## src/rtl/seg_pkg.sv

```systemverilog
// rtl/seg_pkg.sv - segment pattern type, blank/dash constants and BCD to segment decode
package seg_pkg;

    // Bit order is {g,f,e,d,c,b,a}, active-high form.
    typedef logic [6:0] seg_t;

    localparam seg_t SEG_BLANK = 7'b0000000;
    localparam seg_t SEG_DASH  = 7'b1000000;

    function automatic seg_t bcd_to_seg(input logic [3:0] bcd);
        seg_t s;
        case (bcd)
            4'd0:    s = 7'b0111111;
            4'd1:    s = 7'b0000110;
            4'd2:    s = 7'b1011011;
            4'd3:    s = 7'b1001111;
            4'd4:    s = 7'b1100110;
            4'd5:    s = 7'b1101101;
            4'd6:    s = 7'b1111101;
            4'd7:    s = 7'b0000111;
            4'd8:    s = 7'b1111111;
            4'd9:    s = 7'b1101111;
            default: s = SEG_DASH;
        endcase
        return s;
    endfunction

endpackage

```

## src/rtl/seg_scan_timer.sv

```systemverilog
// rtl/seg_scan_timer.sv - refresh divider and digit scan index with a wrap pulse
module seg_scan_timer #(
    parameter int REFRESH_DIV = 50000,
    parameter int N_DIGITS    = 4,
    localparam int CW = (REFRESH_DIV > 1) ? $clog2(REFRESH_DIV) : 1,
    localparam int IW = (N_DIGITS > 1) ? $clog2(N_DIGITS) : 1
) (
    input  logic          clk,
    input  logic          rst,
    output logic [IW-1:0] idx,
    output logic          wrap
);

    logic [CW-1:0] cnt_q, cnt_d;
    logic [IW-1:0] idx_q, idx_d;

    always_comb begin
        wrap  = (cnt_q == CW'(REFRESH_DIV - 1));
        cnt_d = wrap ? '0 : cnt_q + 1'b1;
        idx_d = idx_q;
        if (wrap) begin
            idx_d = (idx_q == IW'(N_DIGITS - 1)) ? '0 : idx_q + 1'b1;
        end
    end

    always_ff @(posedge clk or posedge rst) begin
        if (rst) begin
            cnt_q <= '0;
            idx_q <= '0;
        end else begin
            cnt_q <= cnt_d;
            idx_q <= idx_d;
        end
    end

    assign idx = idx_q;

endmodule

```

## src/rtl/module_seg_scan.sv

```systemverilog
// rtl/module_seg_scan.sv - multiplexed 7-segment BCD display scanner with registered outputs
// Optional: define LEADING_ZERO_BLANK_EN to blank leading zero digits (digit 0 always shown).
module module_seg_scan
    import seg_pkg::*;
#(
    parameter int N_DIGITS         = 4,
    parameter int REFRESH_DIV      = 50000,
    parameter int SEG_ACTIVE_LOW   = 0,
    parameter int TRANS_ACTIVE_LOW = 0
) (
    input  logic                  clk,
    input  logic                  rst,
    input  logic [4*N_DIGITS-1:0] digits_input,
    input  logic                  listo,
    output logic [6:0]            seg,
    output logic [N_DIGITS-1:0]   transis,
    output logic                  loaded
);

    localparam int IW = (N_DIGITS > 1) ? $clog2(N_DIGITS) : 1;

    // The off level doubles as the polarity mask applied to lit patterns.
    localparam seg_t                SEG_OFF   = (SEG_ACTIVE_LOW != 0) ? 7'h7f : SEG_BLANK;
    localparam logic [N_DIGITS-1:0] TRANS_OFF = (TRANS_ACTIVE_LOW != 0) ? '1 : '0;

    logic [IW-1:0]         idx;
    logic                  wrap;
    logic [4*N_DIGITS-1:0] latch_q, latch_d;
    logic                  loaded_q, loaded_d;
    seg_t                  seg_q, seg_d;
    logic [N_DIGITS-1:0]   transis_q, transis_d;
    logic [3:0]            digit;
    logic [N_DIGITS-1:0]   onehot;
    logic [N_DIGITS-1:0]   blank;
    logic                  cur_blank;

    seg_scan_timer #(
        .REFRESH_DIV (REFRESH_DIV),
        .N_DIGITS    (N_DIGITS)
    ) u_timer (
        .clk  (clk),
        .rst  (rst),
        .idx  (idx),
        .wrap (wrap)
    );

    always_comb begin
        latch_d  = listo ? digits_input : latch_q;
        loaded_d = loaded_q | listo;
    end

    always_comb begin
        digit  = 4'd0;
        onehot = '0;
        for (int k = 0; k < N_DIGITS; k++) begin
            if (idx == IW'(k)) begin
                digit     = latch_q[4*k +: 4];
                onehot[k] = 1'b1;
            end
        end
    end

`ifdef LEADING_ZERO_BLANK_EN
    logic nonzero_above;

    // Walk from the most significant digit down; a slot is blank while no nonzero digit has been seen.
    always_comb begin
        blank         = '0;
        nonzero_above = 1'b0;
        for (int k = N_DIGITS - 1; k >= 1; k--) begin
            nonzero_above = nonzero_above | (latch_q[4*k +: 4] != 4'd0);
            blank[k]      = ~nonzero_above;
        end
    end
`else
    always_comb begin
        blank = '0;
    end
`endif

    always_comb begin
        cur_blank = |(blank & onehot);
        seg_d     = cur_blank ? SEG_OFF : (bcd_to_seg(digit) ^ SEG_OFF);
        transis_d = cur_blank ? TRANS_OFF : (onehot ^ TRANS_OFF);
    end

    always_ff @(posedge clk or posedge rst) begin
        if (rst) begin
            latch_q   <= '0;
            loaded_q  <= 1'b0;
            seg_q     <= SEG_OFF;
            transis_q <= TRANS_OFF;
        end else begin
            latch_q   <= latch_d;
            loaded_q  <= loaded_d;
            seg_q     <= seg_d;
            transis_q <= transis_d;
        end
    end

    // The scan index may only move on the cycle after a wrap pulse.
    assert property (@(posedge clk) disable iff (rst) !wrap |=> $stable(idx));

    assign seg     = seg_q;
    assign transis = transis_q;
    assign loaded  = loaded_q;

endmodule
```

## config.mk

```make
export PLATFORM = sky130hd
export DESIGN_NAME = module_seg_scan
export DESIGN_NICKNAME = d
export VERILOG_FILES = /design/src/rtl/seg_pkg.sv /design/src/rtl/seg_scan_timer.sv /design/src/rtl/module_seg_scan.sv
export SDC_FILE = /design/constraint.sdc
export NUM_CORES = 1
export LEC_CHECK = 0
export ABC_CLOCK_PERIOD_IN_PS = 4600
export BUFFER_PORTS_ARGS = -buffer_cell sky130_fd_sc_hd__buf_2
export CORE_MARGIN = 1.5
export CORE_UTILIZATION = 40
export CTS_BUF_LIST = sky130_fd_sc_hd__clkbuf_8
export CTS_CLUSTER_DIAMETER = 120
export DETAILED_ROUTE_END_ITERATION = 8
export PLACE_DENSITY = 0.56
export SLEW_MARGIN = 20
export SYNTH_ARGS = -nofsm -noshare
export SYNTH_HDL_FRONTEND = slang
export SYNTH_SLANG_ARGS = --single-unit
export TNS_END_PERCENT = 50
```

## constraint.sdc

```tcl
create_clock -name clk -period 4.6 [get_ports clk]
set_input_delay 0.69 -clock clk [delete_from_list [all_inputs] [get_ports clk]]
set_output_delay 0.69 -clock clk [all_outputs]
set_load 0.005 [all_outputs]
```

==> impl_metrics.json, run 1 <==
{
  "status": "completed",
  "drt_pass1_iterations": 4,
  "drive_gt1_share_pct": 29.36,
  "slowest_stage": "a2111oi_0",
  "post_drt_wl_per_cell_microns": 14.98,
  "synth-edff-count": 0,
  "dr_total_vias": 1459,
  "initial_core_util_pct": 42.09,
  "grt_max_degree": 47,
  "die_height_microns": 77.01,
  "dpl.hpwl_microns": 3158,
  "diodes": 0,
  "cts_setup_buffers": 0,
  "worstHoldStart": "loaded",
  "crit_type": "flop to flop",
  "path_cells": "inv_1, ha_1, a211oi_1, a211o_1, inv_1, ha_1, inv_1, a2111oi_0, o21ba_2, o22ai_1",
  "track_usage_pct": 16.06,
  "num_rows": 26,
  "die_area_sq_um": 5930,
  "layout_common_cells": "dfrtp_1, buf_2, mux2_2",
  "max_freq_ghz": 0.3633,
  "maxSlewHeadroom_pct": 57.27,
  "drt-total-wl_microns": 4313,
  "final_util_pct": 47.96,
  "fin_nets": 248,
  "holdPathStages": 1,
  "syn_nets": 216,
  "initialDrtViolationCount": 59,
  "r2r_slack_ns": 1.85,
  "portBuffers": 30,
  "vdd_ir_drop_max_mv": 0.1630,
  "syn_to_final_growth_pct": 13.93,
  "startpoint_type": "flop",
  "crit_arrival_ns": 2.97,
  "async_reset_ff_share_pct": 100.0,
  "grt_pass1_wl_microns": 7438,
  "ys_ff_latch": 46,
  "synthCells": 185,
  "ys_warn_count": 0,
  "fin_setup_tns_ns": 0,
  "maxCapViolCount": 0,
  "ff2ff_path_depth": 10,
  "clk_pin_slew_ns": 0.09,
  "cts_max_level": 2,
  "critPathMaxStageDelay_ns": 0.50,
  "maxSlewViolCount": 0,
  "drtAntennaViolNets": 0,
  "ios": 31,
  "r2r_end": "seg[3]",
  "worstPathRequired_ns": 4.82,
  "grt-ovfl-total": 0,
  "timing.final.crit_share_pct": 59.84,
  "grt_setup_unrepaired": "false",
  "path_common_cell": "inv_1",
  "fin_area_sq_um": 2496,
  "worst_pin_slew_ns": 0.6383,
  "syn_area_sq_um": 2191,
  "cts.sinks": 46,
  "hold_class": "flop to flop",
  "finClkSkew_ns": 0.008320,
  "fp.coreArea_sq_um": 5205,
  "cts_resized": 0,
  "cts_hold_buf": 0,
  "rr_startpoint": "u_timer.idx[0]",
  "cts_max_path_buffers": 2,
  "clk_latency_ns": 0.30,
  "avgSynthCellArea_sq_um": 11.84,
  "die_w_microns": 77.01,
  "hold_viol": 0,
  "synthDistinctLibCells": 44,
  "cts_buffers": 5,
  "path_buf_inv": 3,
  "cts-root-buf": "clkbuf_8",
  "viasPerCell": 5.066,
  "place.gp.congestion": 0.8110,
  "final_common_cell": "dfrtp_1",
  "setup_viol": 0,
  "p_per_area_nw_per_um2": 311.8,
  "leakagePower_uw": 0.001182,
  "grt_pass1_vias": 1601,
  "end_kind": "flop",
  "dpl_cell_area_sq_um": 2405,
  "route.detailed.drc": 0,
  "fin_crit_ns": 2.753,
  "cpLargestDelayFamily": "compound AO/OA/AOI/OAI gates",
  "crit_fanout": 9,
  "synth-seq-area-share_pct": 52.54,
  "min_to": "loaded",
  "antenna_found_initial": 0,
  "cts_tree": "yes",
  "ys.flop_type": "dfrtp_1"
}
worst max path at each step:
stage	start	endpoint	slack, ns	cells after the start
after floorplan	u_timer.idx[0]	seg[3]	2.25	10
after global placement	u_timer.idx[0]	seg[3]	2.10	10
after detailed placement	u_timer.idx[0]	seg[3]	1.91	10
after CTS	u_timer.idx[0]	seg[3]	1.89	10
after global routing	u_timer.idx[0]	seg[3]	1.74	10
final	u_timer.idx[0]	seg[3]	1.85	10
per-layer routing:
metal / vias up / part of all wire, % / global-route usage, %
li1: 704 / - / -
met1: 715 / 43 / 18.61
met2: 29 / 52 / 27.96
met3: 11 / 2.7 / 3.810
met4: 0 / 2.2 / 7.455
met5: - / 0 / 0
metrics by stage:
step                std cells  worst slack, ns  hold WS [ns]  power [uW]
global placement          280            2.095        0.4456       531.4
floorplan                 185            2.255        0.4504       499.8
finish                    288            1.847        0.4614       778.4
CTS                       288            1.894        0.4649       791.3
global route              288            1.740        0.4788       822.1
detailed placement        280            1.907        0.4438       535.9
worst register-to-register path: stages, from the launching register on:
cell	delay (ns)
dfrtp_1	0.42
inv_1	0.08
ha_1	0.30
a211oi_1	0.27
a211o_1	0.27
inv_1	0.12
ha_1	0.30
inv_1	0.04
a2111oi_0	0.50
o21ba_2	0.24
o22ai_1	0.13
Yosys cell counts (2+ instances only):
library cell	number	area share [%]
a21oi_1	4	0.91
xor2_1	7	2.8
or2_2	2	0.57
o22ai_1	5	1.4
nand3_1	4	0.91
a211oi_1	2	0.69
dfrtp_1	46	53
o21ba_2	2	0.91
mux2_2	17	8.7
nor2b_1	4	1.1
nand4_1	2	0.57
nand3b_1	3	1.0
o21ai_0	4	0.91
nand2_1	9	1.5
clkbuf_1	4	0.69
ha_1	12	6.9
inv_1	11	1.9
nor3b_1	2	0.69
xnor2_1	5	2.0
nor3_1	6	1.4
nor2_1	11	1.9
power breakdown:
group	leakage, uW	internal (uW)	switching [uW]
sequential	0.000567	428	11.1
clock	0.0000524	119	133
combinational	0.000563	42.4	44.8
total	0.00118	589	189
cells by family (layout without fill, tap and decap cells):
group / Yosys count / after routing / share of synthesized area [%]
xor+xnor: 12 / 12 / 4.797
flops: 46 / 46 / 52.54
buf+inv: 17 / 50 / 3.312
simple gates: 52 / 52 / 13.76
compound gates: 27 / 27 / 8.853
fa+ha+maj: 12 / 12 / 6.853
mux: 19 / 19 / 9.880
layout make-up:
type,instances,area [sq um]
clock buffers,6,82.58
clock inverters,2,8.758
fillers,484,2709
inverters,11,41.29
multi-input cells,122,967.2
flip-flops and latches,46,1151
well taps,70,87.58
repair buffers,31,157.7
sequential cells by signal (all words and copies together), names as in the netlist:
signal and flops:
latch_q 16, loaded 1, u_timer.idx 2, transis 4, seg 7, u_timer.cnt_q 16
No activity file was read; power rests on OpenSTA's default activity.
==> inputs of run 2 (changes only) <==
--- a/config.mk
+++ b/config.mk
@@ -5,7 +5,7 @@
 export SDC_FILE = /design/constraint.sdc
 export NUM_CORES = 1
 export LEC_CHECK = 0
-export ABC_CLOCK_PERIOD_IN_PS = 4600
+export ABC_CLOCK_PERIOD_IN_PS = 2600
 export BUFFER_PORTS_ARGS = -buffer_cell sky130_fd_sc_hd__buf_2
 export CORE_MARGIN = 1.5
 export CORE_UTILIZATION = 40
==> constraint.sdc (replaced) <==
create_clock -name clk -period 2.6 [get_ports clk]
set_input_delay 0.39 -clock clk [delete_from_list [all_inputs] [get_ports clk]]
set_output_delay 0.39 -clock clk [all_outputs]
set_load 0.005 [all_outputs]
==> impl_metrics.json, run 2 (synthesis results as in run 1) <==
{
  "status": "completed",
  "grt_pass1_wl_microns": 7031,
  "cts_max_path_buffers": 2,
  "cts_hold_buf": 0,
  "r2r_slack_ns": 0.22,
  "place.gp.congestion": 0.7810,
  "worst_pin_slew_ns": 0.5850,
  "drt_pass1_iterations": 4,
  "drt-total-wl_microns": 4045,
  "setup_ws_ns": 0.2190,
  "cts_tree": "yes",
  "dp_slack_ns": 0.1106,
  "slowest_stage": "dfrtp_1",
  "fin_crit_ns": 2.381,
  "critPathMaxStageDelay_ns": 0.40,
  "path_buf_inv": 2,
  "diodes": 0,
  "clk_pin_slew_ns": 0.08,
  "grt_pass1_vias": 1571,
  "fin_nets": 252,
  "end_kind": "flop",
  "drive_gt1_share_pct": 32.13,
  "p_per_area_nw_per_um2": 570.6,
  "maxSlewViolCount": 0,
  "dr_total_vias": 1474,
  "path_cells": "inv_1, ha_1, a21oi_1, o21ai_0, a22o_1, ha_1, inv_1, a2111oi_2, o21ba_2, o22ai_1",
  "cts_max_level": 2,
  "dpl.hpwl_microns": 2939,
  "maxSlewHeadroom_pct": 60.93,
  "die_height_microns": 77.01,
  "viasPerCell": 5.065,
  "hold_class": "input pin to asynchronous set/reset pin",
  "multi_input_area_sq_um": 980.9,
  "crit_fanout": 9,
  "hold_viol": 0,
  "initialDrtViolationCount": 84,
  "die_w_microns": 77.01,
  "post_drt_wl_per_cell_microns": 13.90,
  "worstPathRequired_ns": 2.81,
  "cts-root-buf": "clkbuf_8",
  "ios": 31,
  "path_depth": 10,
  "portBuffers": 30,
  "max_freq_ghz": 0.4200,
  "leakagePower_uw": 0.001209,
  "ff2ff_path_depth": 10,
  "crit_arrival_ns": 2.59,
  "final_common_cell": "dfrtp_1",
  "track_usage_pct": 14.95,
  "cpLargestDelayFamily": "compound AO/OA/AOI/OAI gates",
  "vdd_ir_drop_max_mv": 0.2448,
  "maxCapViolCount": 0,
  "clk_latency_ns": 0.28,
  "crit_type": "flop to flop",
  "antenna_found_initial": 0,
  "cts_buffers": 5,
  "fill_cells": 466,
  "setup_viol": 0,
  "fp.coreArea_sq_um": 5205,
  "startpoint_type": "flop",
  "fin_setup_tns_ns": 0,
  "register_area_sq_um": 1151,
  "timing.final.crit_share_pct": 91.58,
  "finClkSkew_ns": 0.003870,
  "grt-ovfl-total": 0,
  "grt_setup_unrepaired": "false",
  "num_rows": 26,
  "cts.sinks": 46,
  "syn_to_final_growth_pct": 16.90,
  "route.detailed.drc": 0,
  "grt_max_degree": 47,
  "die_area_sq_um": 5930,
  "initial_core_util_pct": 42.09,
  "layout_common_cells": "dfrtp_1, buf_2, mux2_2",
  "drtAntennaViolNets": 0
}
[run 2: worst reg2reg max path: cells and delay by family, from the launching register on]
kind                     cells  cell delay, ns
buffers and inverters        2            0.14
AO/OA/AOI/OAI                6            1.20
flip-flops                   1            0.40
adder cells (fa/ha/maj)      2            0.58
[run 2: area by class of cell]
type / instances / share of cell area, %
clock buffer: 6 / 3.224
multi-input combinational: 122 / 38.30
sequential: 46 / 44.94
timing repair buffer: 35 / 7.328
clock inverter: 1 / 1.172
inverter: 11 / 1.612
tap: 70 / 3.420
[run 2: stage by stage]
stage / hold WS, ns / util (%) / std cells / instance area, sq um / power (uW)
6_report: 0.2320 / 49.21 / 291 / 2561 / 1461
5_1_grt: 0.2788 / 49.21 / 291 / 2561 / 1538
4_1_cts: 0.2467 / 48.94 / 291 / 2547 / 1482
3_5_place_dp: 0.4441 / 46.78 / 284 / 2435 / 947.2
3_3_place_gp: 0.4436 / 46.78 / 284 / 2435 / 943.4
2_1_floorplan: 0.4504 / - / 185 / 2191 / 884.3
[run 2: power breakdown]
part / switching (uW) / leakage (uW) / internal [uW]
registers: 18.2 / 0.000567 / 756
logic: 79.8 / 0.000585 / 79.9
clock network: 220 / 0.0000573 / 308
total: 318 / 0.00121 / 1140
[run 2: per-layer routing]
metal  global-route usage, %  wire, microns  up-vias
met4                   5.273             38        0
met5                       0              0        -
met2                   27.35           2156       24
met1                   16.79           1710      726
met3                   3.690            140        5
li1                        -              -      719
[run 2: final timing paths]
| path | start | to |
|---|---|---|
| min in group clk | digits_input[9] | latch_q[9] |
| worst min-delay path | rst | u_timer.cnt_q[3] |
| worst max register to register | u_timer.idx[1] | seg[3] |
| max in group asynchronous | rst | latch_q[9] |
| worst max-delay path | u_timer.idx[1] | seg[3] |
| worst min register to register | loaded | loaded |
[run 2: repair_timing]
| item | 4_1_cts | 5_1_grt |
|---|---|---|
| setup endpoints to repair | 0 | 2 |
| gates resized for setup | 0 | 4 |
| setup buffers | 0 | 0 |
